### config.mk
export PLATFORM = sky130hd
export DESIGN_NAME = regbus_master
export DESIGN_NICKNAME = d
export VERILOG_FILES = /design/src/rtl/regbus_master_pkg.sv /design/src/rtl/regbus_master.sv
export SDC_FILE = /design/constraint.sdc
export NUM_CORES = 1
export LEC_CHECK = 0
export ABC_AREA = 1
export BUFFER_PORTS_ARGS = -buffer_cell sky130_fd_sc_hd__clkbuf_2
export CORE_ASPECT_RATIO = 1.5
export CORE_MARGIN = 2
export CORE_UTILIZATION = 42
export CTS_BUF_LIST = sky130_fd_sc_hd__clkbuf_16
export CTS_CLUSTER_SIZE = 14
export DETAILED_ROUTE_END_ITERATION = 7
export GPL_TIMING_DRIVEN = 0
export PLACE_DENSITY = 0.75
export SLEW_MARGIN = 15
export SYNTH_ARGS = -nofsm -noshare
export SYNTH_HDL_FRONTEND = slang
export SYNTH_SLANG_ARGS = --single-unit
### constraint.sdc
create_clock -name clk -period 1.2 [get_ports clk]
set_input_delay 0 -clock clk [delete_from_list [all_inputs] [get_ports clk]]
set_output_delay 0 -clock clk [all_outputs]
set_load 0.05 [all_outputs]
### src/rtl/regbus_master_pkg.sv
// regbus_master_pkg
// Shared definitions for the demodulator register bus: FSM state encoding,
// bus widths and default bus-cycle timing. Imported by regbus_master.
package regbus_master_pkg;

  localparam int ADDR_W = 12;
  localparam int DATA_W = 32;
  localparam int BE_W   = 4;

  localparam int DEF_SETUP_CYCLES  = 1;
  localparam int DEF_STROBE_CYCLES = 2;
  localparam int DEF_HOLD_CYCLES   = 1;
  localparam int DEF_READ_WAIT     = 2;

  typedef enum logic [2:0] {
    IDLE   = 3'd0,
    SETUP  = 3'd1,
    STROBE = 3'd2,
    HOLD   = 3'd3,
    RDWAIT = 3'd4,
    DONE   = 3'd5
  } regbusState_t;

  function automatic int maxOf(input int a, input int b);
    return (a > b) ? a : b;
  endfunction

endpackage

### src/rtl/regbus_master.sv
// regbus_master
// Single initiator of the demodulator register bus. Accepts one valid/ready
// request at a time and runs the bus cycle: cs/addr/data setup, byte write
// strobes (responders commit on the strobe falling edge), hold, or a timed
// read of the responders' combinational read data. All outputs registered.
//
// Ports:
//   clk, reset       clock; synchronous active-high reset
//   reqValid/Ready   request handshake (ready only while idle)
//   reqWrite         1 = write, 0 = read
//   reqAddr/Data     request address and write data
//   reqByteEn        byte enables, bit n -> busWr[n], data[8n+7:8n]
//   rspValid/Data    one-cycle completion pulse; read data (held otherwise)
//   busCs/Addr/WrData/Wr  register bus outputs
//   busRdData        responder read data
module regbus_master
  import regbus_master_pkg::*;
#(
  parameter int SETUP_CYCLES  = DEF_SETUP_CYCLES,
  parameter int STROBE_CYCLES = DEF_STROBE_CYCLES,
  parameter int HOLD_CYCLES   = DEF_HOLD_CYCLES,
  parameter int READ_WAIT     = DEF_READ_WAIT
) (
  input  logic              clk,
  input  logic              reset,
  input  logic              reqValid,
  output logic              reqReady,
  input  logic              reqWrite,
  input  logic [ADDR_W-1:0] reqAddr,
  input  logic [DATA_W-1:0] reqData,
  input  logic [BE_W-1:0]   reqByteEn,
  output logic              rspValid,
  output logic [DATA_W-1:0] rspData,
  output logic              busCs,
  output logic [ADDR_W-1:0] busAddr,
  output logic [DATA_W-1:0] busWrData,
  output logic [BE_W-1:0]   busWr,
  input  logic [DATA_W-1:0] busRdData
);

  localparam int MAX_CYC = maxOf(maxOf(SETUP_CYCLES, STROBE_CYCLES),
                                 maxOf(HOLD_CYCLES, READ_WAIT));
  // Counter is loaded with N-1 and runs down to zero.
  localparam int CNT_W = (MAX_CYC > 1) ? $clog2(MAX_CYC) : 1;

  localparam logic [CNT_W-1:0] LOAD_SETUP  = CNT_W'(SETUP_CYCLES - 1);
  localparam logic [CNT_W-1:0] LOAD_STROBE = CNT_W'(STROBE_CYCLES - 1);
  localparam logic [CNT_W-1:0] LOAD_HOLD   = CNT_W'(HOLD_CYCLES - 1);
  localparam logic [CNT_W-1:0] LOAD_READ   = CNT_W'(READ_WAIT - 1);

  regbusState_t      state, stateNext;
  logic [CNT_W-1:0]  cnt, cntNext;
  logic              isWrite, isWriteNext;
  logic [BE_W-1:0]   byteEn, byteEnNext;

  logic              reqReadyNext;
  logic              rspValidNext;
  logic [DATA_W-1:0] rspDataNext;
  logic              busCsNext;
  logic [ADDR_W-1:0] busAddrNext;
  logic [DATA_W-1:0] busWrDataNext;
  logic [BE_W-1:0]   busWrNext;

  logic              cntDone;
  assign cntDone = (cnt == '0);

  always_comb begin
    stateNext     = state;
    cntNext       = cnt;
    isWriteNext   = isWrite;
    byteEnNext    = byteEn;
    rspValidNext  = 1'b0;
    rspDataNext   = rspData;
    busCsNext     = busCs;
    busAddrNext   = busAddr;
    busWrDataNext = busWrData;
    busWrNext     = busWr;

    unique case (state)
      IDLE: begin
        if (reqValid && reqReady) begin
          isWriteNext   = reqWrite;
          byteEnNext    = reqByteEn;
          busCsNext     = 1'b1;
          busAddrNext   = reqAddr;
          busWrDataNext = reqData;
          cntNext       = LOAD_SETUP;
          stateNext     = SETUP;
        end
      end
      SETUP: begin
        if (!cntDone) begin
          cntNext = cnt - CNT_W'(1);
        end else if (isWrite) begin
          busWrNext = byteEn;
          cntNext   = LOAD_STROBE;
          stateNext = STROBE;
        end else begin
          cntNext   = LOAD_READ;
          stateNext = RDWAIT;
        end
      end
      STROBE: begin
        if (!cntDone) begin
          cntNext = cnt - CNT_W'(1);
        end else begin
          busWrNext = '0;
          cntNext   = LOAD_HOLD;
          stateNext = HOLD;
        end
      end
      HOLD: begin
        if (!cntDone) begin
          cntNext = cnt - CNT_W'(1);
        end else begin
          busCsNext    = 1'b0;
          rspValidNext = 1'b1;
          stateNext    = DONE;
        end
      end
      RDWAIT: begin
        if (!cntDone) begin
          cntNext = cnt - CNT_W'(1);
        end else begin
          // Sampled while cs is still high; cs drops on this same edge.
          rspDataNext  = busRdData;
          busCsNext    = 1'b0;
          rspValidNext = 1'b1;
          stateNext    = DONE;
        end
      end
      DONE: begin
        stateNext = IDLE;
      end
      default: begin
        busCsNext = 1'b0;
        busWrNext = '0;
        stateNext = IDLE;
      end
    endcase

    // Registered ready: high exactly while the registered state is IDLE.
    reqReadyNext = (stateNext == IDLE);
  end

  always_ff @(posedge clk) begin
    if (reset) begin
      state     <= IDLE;
      cnt       <= '0;
      isWrite   <= 1'b0;
      byteEn    <= '0;
      reqReady  <= 1'b1;
      rspValid  <= 1'b0;
      rspData   <= '0;
      busCs     <= 1'b0;
      busAddr   <= '0;
      busWrData <= '0;
      busWr     <= '0;
    end else begin
      state     <= stateNext;
      cnt       <= cntNext;
      isWrite   <= isWriteNext;
      byteEn    <= byteEnNext;
      reqReady  <= reqReadyNext;
      rspValid  <= rspValidNext;
      rspData   <= rspDataNext;
      busCs     <= busCsNext;
      busAddr   <= busAddrNext;
      busWrData <= busWrDataNext;
      busWr     <= busWrNext;
    end
  end

endmodule
# Word-level counts from Yosys, hierarchy flattened
# Index checks and enable logic that the tools add are counted.
# totals
reg_bits	92
input_bits	84
out_inout_bits	83
word_cells	58
# classes
add_sub_neg	1
n_eq_ne	10
n_mux	18
bitwise_logic	4
reduce_logical	14
# op_table
operator	n
$mux W3	5
$mux W4	3
$pmux W3 S4	1
$pmux W4 S3	1
$ne A2 B2 Y1 const B	5
$eq A3 B2 Y1 const B	2
$eq A3 B3 Y1 const B	2
$logic_not A3 Y1	2
$mux W1	6
$pmux W1 S3	2
$reduce_and A2 Y1	3
$reduce_or A3 Y1	2
$not A1 Y1	4
$reduce_and A4 Y1	1
$reduce_or A2 Y1	2
$reduce_or A4 Y1	1
$eq A3 B1 Y1 const B	1
$reduce_and A3 Y1	1
$reduce_bool A3 Y1	1
$logic_and A1 B1 Y1	1
$sub A1 B1 Y1 const B	1

# Depth between registers and ports, before layout
# depth
depth_word	4
depth_mapped	7

# Worst setup path before layout
# No wires, ideal clock.
# synth_timing
path_type	reg2reg
from	register reqReady
to	register busWrData[10]
setup_ns	0.070
t_arrival_ns	1.476
setup_slack_ns	-0.347
path_stages_with_launch	7
path_buffers	2
path_cell_list	dfxtp_1 -> nand2_1 -> inv_2 -> buf_2 -> buf_4 -> nand3_2 -> a21oi_2
# synth_between
elab_chain_len	2
# synth_lines
element	line_no	source
from (decl)	regbus_master.sv:27	output logic reqReady,
from (signal assigned)	regbus_master.sv:164	reqReady <= reqReadyNext;
$logic_and A1 B1 Y1	regbus_master.sv:81	if (reqValid && reqReady) begin
$reduce_and A2 Y1 (no source line)	n/a	
to (signal assigned)	regbus_master.sv:169	busWrData <= busWrDataNext;
to (decl)	regbus_master.sv:36	output logic [DATA_W-1:0] busWrData,
# Every way passes these cells.
# A chain may end at the register's enable or synchronous reset.

# Worst setup path after layout
# layout_timing
from	register state[1]
to	register busWrData[2]
# layout_between
elab_chain_len	2
# layout_lines
element	line_no	source
from (decl)	regbus_master.sv:51	regbusState_t state, stateNext;
from (signal assigned)	regbus_master.sv:160	state <= stateNext;
$logic_not A3 Y1	regbus_master.sv:79	unique case (state)
$reduce_and A2 Y1 (no source line)	n/a	
# Every way passes these cells.

==> flow_metrics.tcl <==
set metrics [dict create \
    status "finished, violations left" \
    violations "negative setup slack" \
    gr-usage-met2_pct 45.4 \
    setup_slack_ns -0.116 \
    dp_hpwl_mm 7.43 \
    critPathLaunch "state[1]" \
    cpMaxStageDelayCell "dfxtp_4" \
    clock_skew_ns 0.00331 \
    end_kind "register" \
    routed_wirelength_mm 12.4 \
    cp_data_arrival_time_ns 1.57 \
    syn-mean-instance-area_um2 8.48 \
    core_region_area_mm2 0.00841 \
    busiest_layer "met2" \
    ys_warn_count 0 \
    clk_latency_ns 0.33 \
    grt_pass1_vias 4242 \
    antenna_left 0 \
    grt_remaining_overflow 0 \
    drt_iter0_markers 191 \
    synth_cells 430 \
    reg2reg_slack_ns -0.12 \
    p_per_area_mw_per_mm2 2200 \
    clockBufferDepth 2 \
    post-place-ws_ns -0.179 \
    rsz0062_at_grt "true" \
    antenna_cells_inserted 0 \
    synthArstFlopShare_pct 0 \
    row_count 41 \
    start_kind "register" \
    fin_crit_ns 1.32 \
    cts-root-buf "clkbuf_16" \
    ys_seq_elements 92 \
    crit_path_end "busWrData[2]" \
    hp-class "input pin to register" \
    hold_viol_final 0 \
    syn2layout_area_growth_pct 67.0 \
    clk_pin_slew_ns 0.06 \
    grt_usage_pct 25.5 \
    tightest_slew_ns 0.665 \
    synth_top_cell_by_area "dfxtp_1" \
    register_area_mm2 0.00186 \
    die_h_um 118 \
    fin_nets 783 \
    leakagePower_nw 2.64 \
    finalSetupViolCount 64 \
    port_buffers 165 \
    required_ns 1.46 \
    firstDrtPassIters 4 \
    synth_flop_cell "dfxtp_1" \
    grt_pass1_wl_mm 19.3 \
    critPathKind "register to register" \
    finalCritPeriodShare_pct 110 \
    yosysMostFrequentCell "dfxtp_1" \
    synth_area_mm2 0.00365 \
    post-synth-top-area-fraction_pct 50.5 \
    timing.max_cap.violations 0 \
    htree_levels 3 \
    multi_input_area_mm2 0.00154 \
    path_buf_inv 3 \
    met1_usage_pct 26.9 \
    ff2ff_path_depth 7 \
    routed_wire_length_per_instance_um 15.3 \
    synth_area_leaders "dfxtp_1 50%, a21oi_1 9.3%, nand2_1 6.3%, nand3_1 5.8%, o21ai_0 5.1%" \
    drive_gt1_share_pct 41.8 \
    cts_buffers 9 \
    fmax_mhz 760 \
    synth_top_cells_by_count "92 x dfxtp_1, 68 x a21oi_1, 61 x nand2_1" \
    met3_usage_pct 4.81 \
    final_util_pct 72.4 \
    irDropWorstVdd_mv 1.29 \
    reg2reg_to "busWrData[2]" \
    synth_edf_count 0 \
    cp.depth 7 \
    cpPeakStageDelay_ns 0.36 \
    die_w_um 80.1 \
    yosysSeqAreaShare_pct 50.5 \
    crit_fanout 8 \
    antenna_found_initial 0 \
    relSlewSlack_pct 55.6 \
    drc 0 \
    clock-sinks 92 \
    grt_max_degree 15 \
    dieArea_mm2 0.00946 \
    crit_family "buffers and inverters" \
    io_pins 167 \
    rr_startpoint "state[1]" \
    cts_tree "done" \
    yosysUniqueCellTypes 26 \
    path_cells "nor2_4 > nand2_4 > inv_8 > buf_12 > clkbuf_16 > nand3_2 > a21oi_2" \
    gp_congestion 0.851 \
    initial_core_util_pct 43.4 \
    vias_per_cell 5.02 \
    fillers 619 \
    synth_nets 514 \
    maxSlewViolCount 0 \
    num_vias 4072 \
]
==> flip-flops by register name (all words and copies together), names as in the netlist <==
register,cells
busAddr,12
busCs,1
busWr,4
busWrData,32
byteEn,4
cnt,1
isWrite,1
reqReady,1
rspData,32
rspValid,1
state,3
==> cell usage in the layout, fill, tap and decap left out, drive strengths merged <==
| cell | count |
|---|---|
| clkinvlp | 1 |
| bufinv | 2 |
| inv | 43 |
| nand4 | 4 |
| dfxtp | 92 |
| clkbuf | 186 |
| nand2 | 73 |
| nor2 | 7 |
| a31oi | 2 |
| dlygate4sd3 | 81 |
| o21ai | 38 |
| buf | 31 |
| nand3 | 53 |
| clkinv | 3 |
| a21oi | 88 |
==> timing repair <==
item                                   in CTS  in global routing
hold buffers                               81                  0
resized for setup                          31                 51
setup endpoints to repair                  89                 89
endpoints found under the hold margin      81                  0
pin swaps                                  10                 11
cloned                                      2                  3
buffers inserted                            5                  2
==> layer usage <==
layer,share of wire (%),wire length [um],up-vias
li1,-,-,1964
met1,37,4530,1909
met2,54,6700,148
met3,4.1,510,51
met4,5.3,655,0
met5,0,0,-
==> cell type report <==
cell class | instances | area share (%)
Clock buffer | 9 | 3.70
Clock inverter | 7 | 1.35
Tap cell | 107 | 2.20
Sequential cell | 92 | 30.5
Inverter | 42 | 2.83
Buffer | 31 | 4.64
Timing Repair Buffer | 258 | 29.6
Multi-Input combinational cell | 265 | 25.2
==> through the flow <==
step,TNS [ns],hold WS [ns],total power [W],std cells,cell area [um2]
after global routing,-8.13,0.200,0.0140,811,6090
final,-3.37,0.142,0.0134,811,6090
after CTS,-1.41,0.157,0.0128,806,5900
after global placement,-6.46,0.251,0.00923,702,4620
after detailed placement,-9.49,0.255,0.00933,702,4620
after floorplan,-0.194,0.149,0.00812,430,3660
==> power breakdown <==
part / total, W / leakage (nW) / switching, W / internal, W
registers: 0.00409 / 0.754 / 0.000398 / 0.00369
logic: 0.00639 / 1.74 / 0.00418 / 0.00221
clock network: 0.00294 / 0.149 / 0.00114 / 0.00180
total: 0.0134 / 2.64 / 0.00572 / 0.00769
==> kinds of logic after synthesis <==
family                 synth area share [%]
flip-flops                             50.5
buffers and inverters                  10.4
AO/OA/AOI/OAI                          19.7
AND/OR/NAND/NOR                        19.4
==> worst min path at each step <==
stage / endpoint / startpoint / cells after the start
after global placement: busWrData[15] / reqData[15] / 3
final: busWrData[22] / reset / 3
after floorplan: busWrData[10] / reqData[10] / 2
after global routing: busWrData[22] / reset / 3
after CTS: busWrData[21] / reset / 3
after detailed placement: busWrData[16] / reqData[16] / 3
==> tightest hold or removal path: stages <==
cell and delay [ns]:
clkbuf_1 0.12, buf_2 0.21, a21oi_2 0.11
No activity file was read; power rests on OpenSTA's default activity.
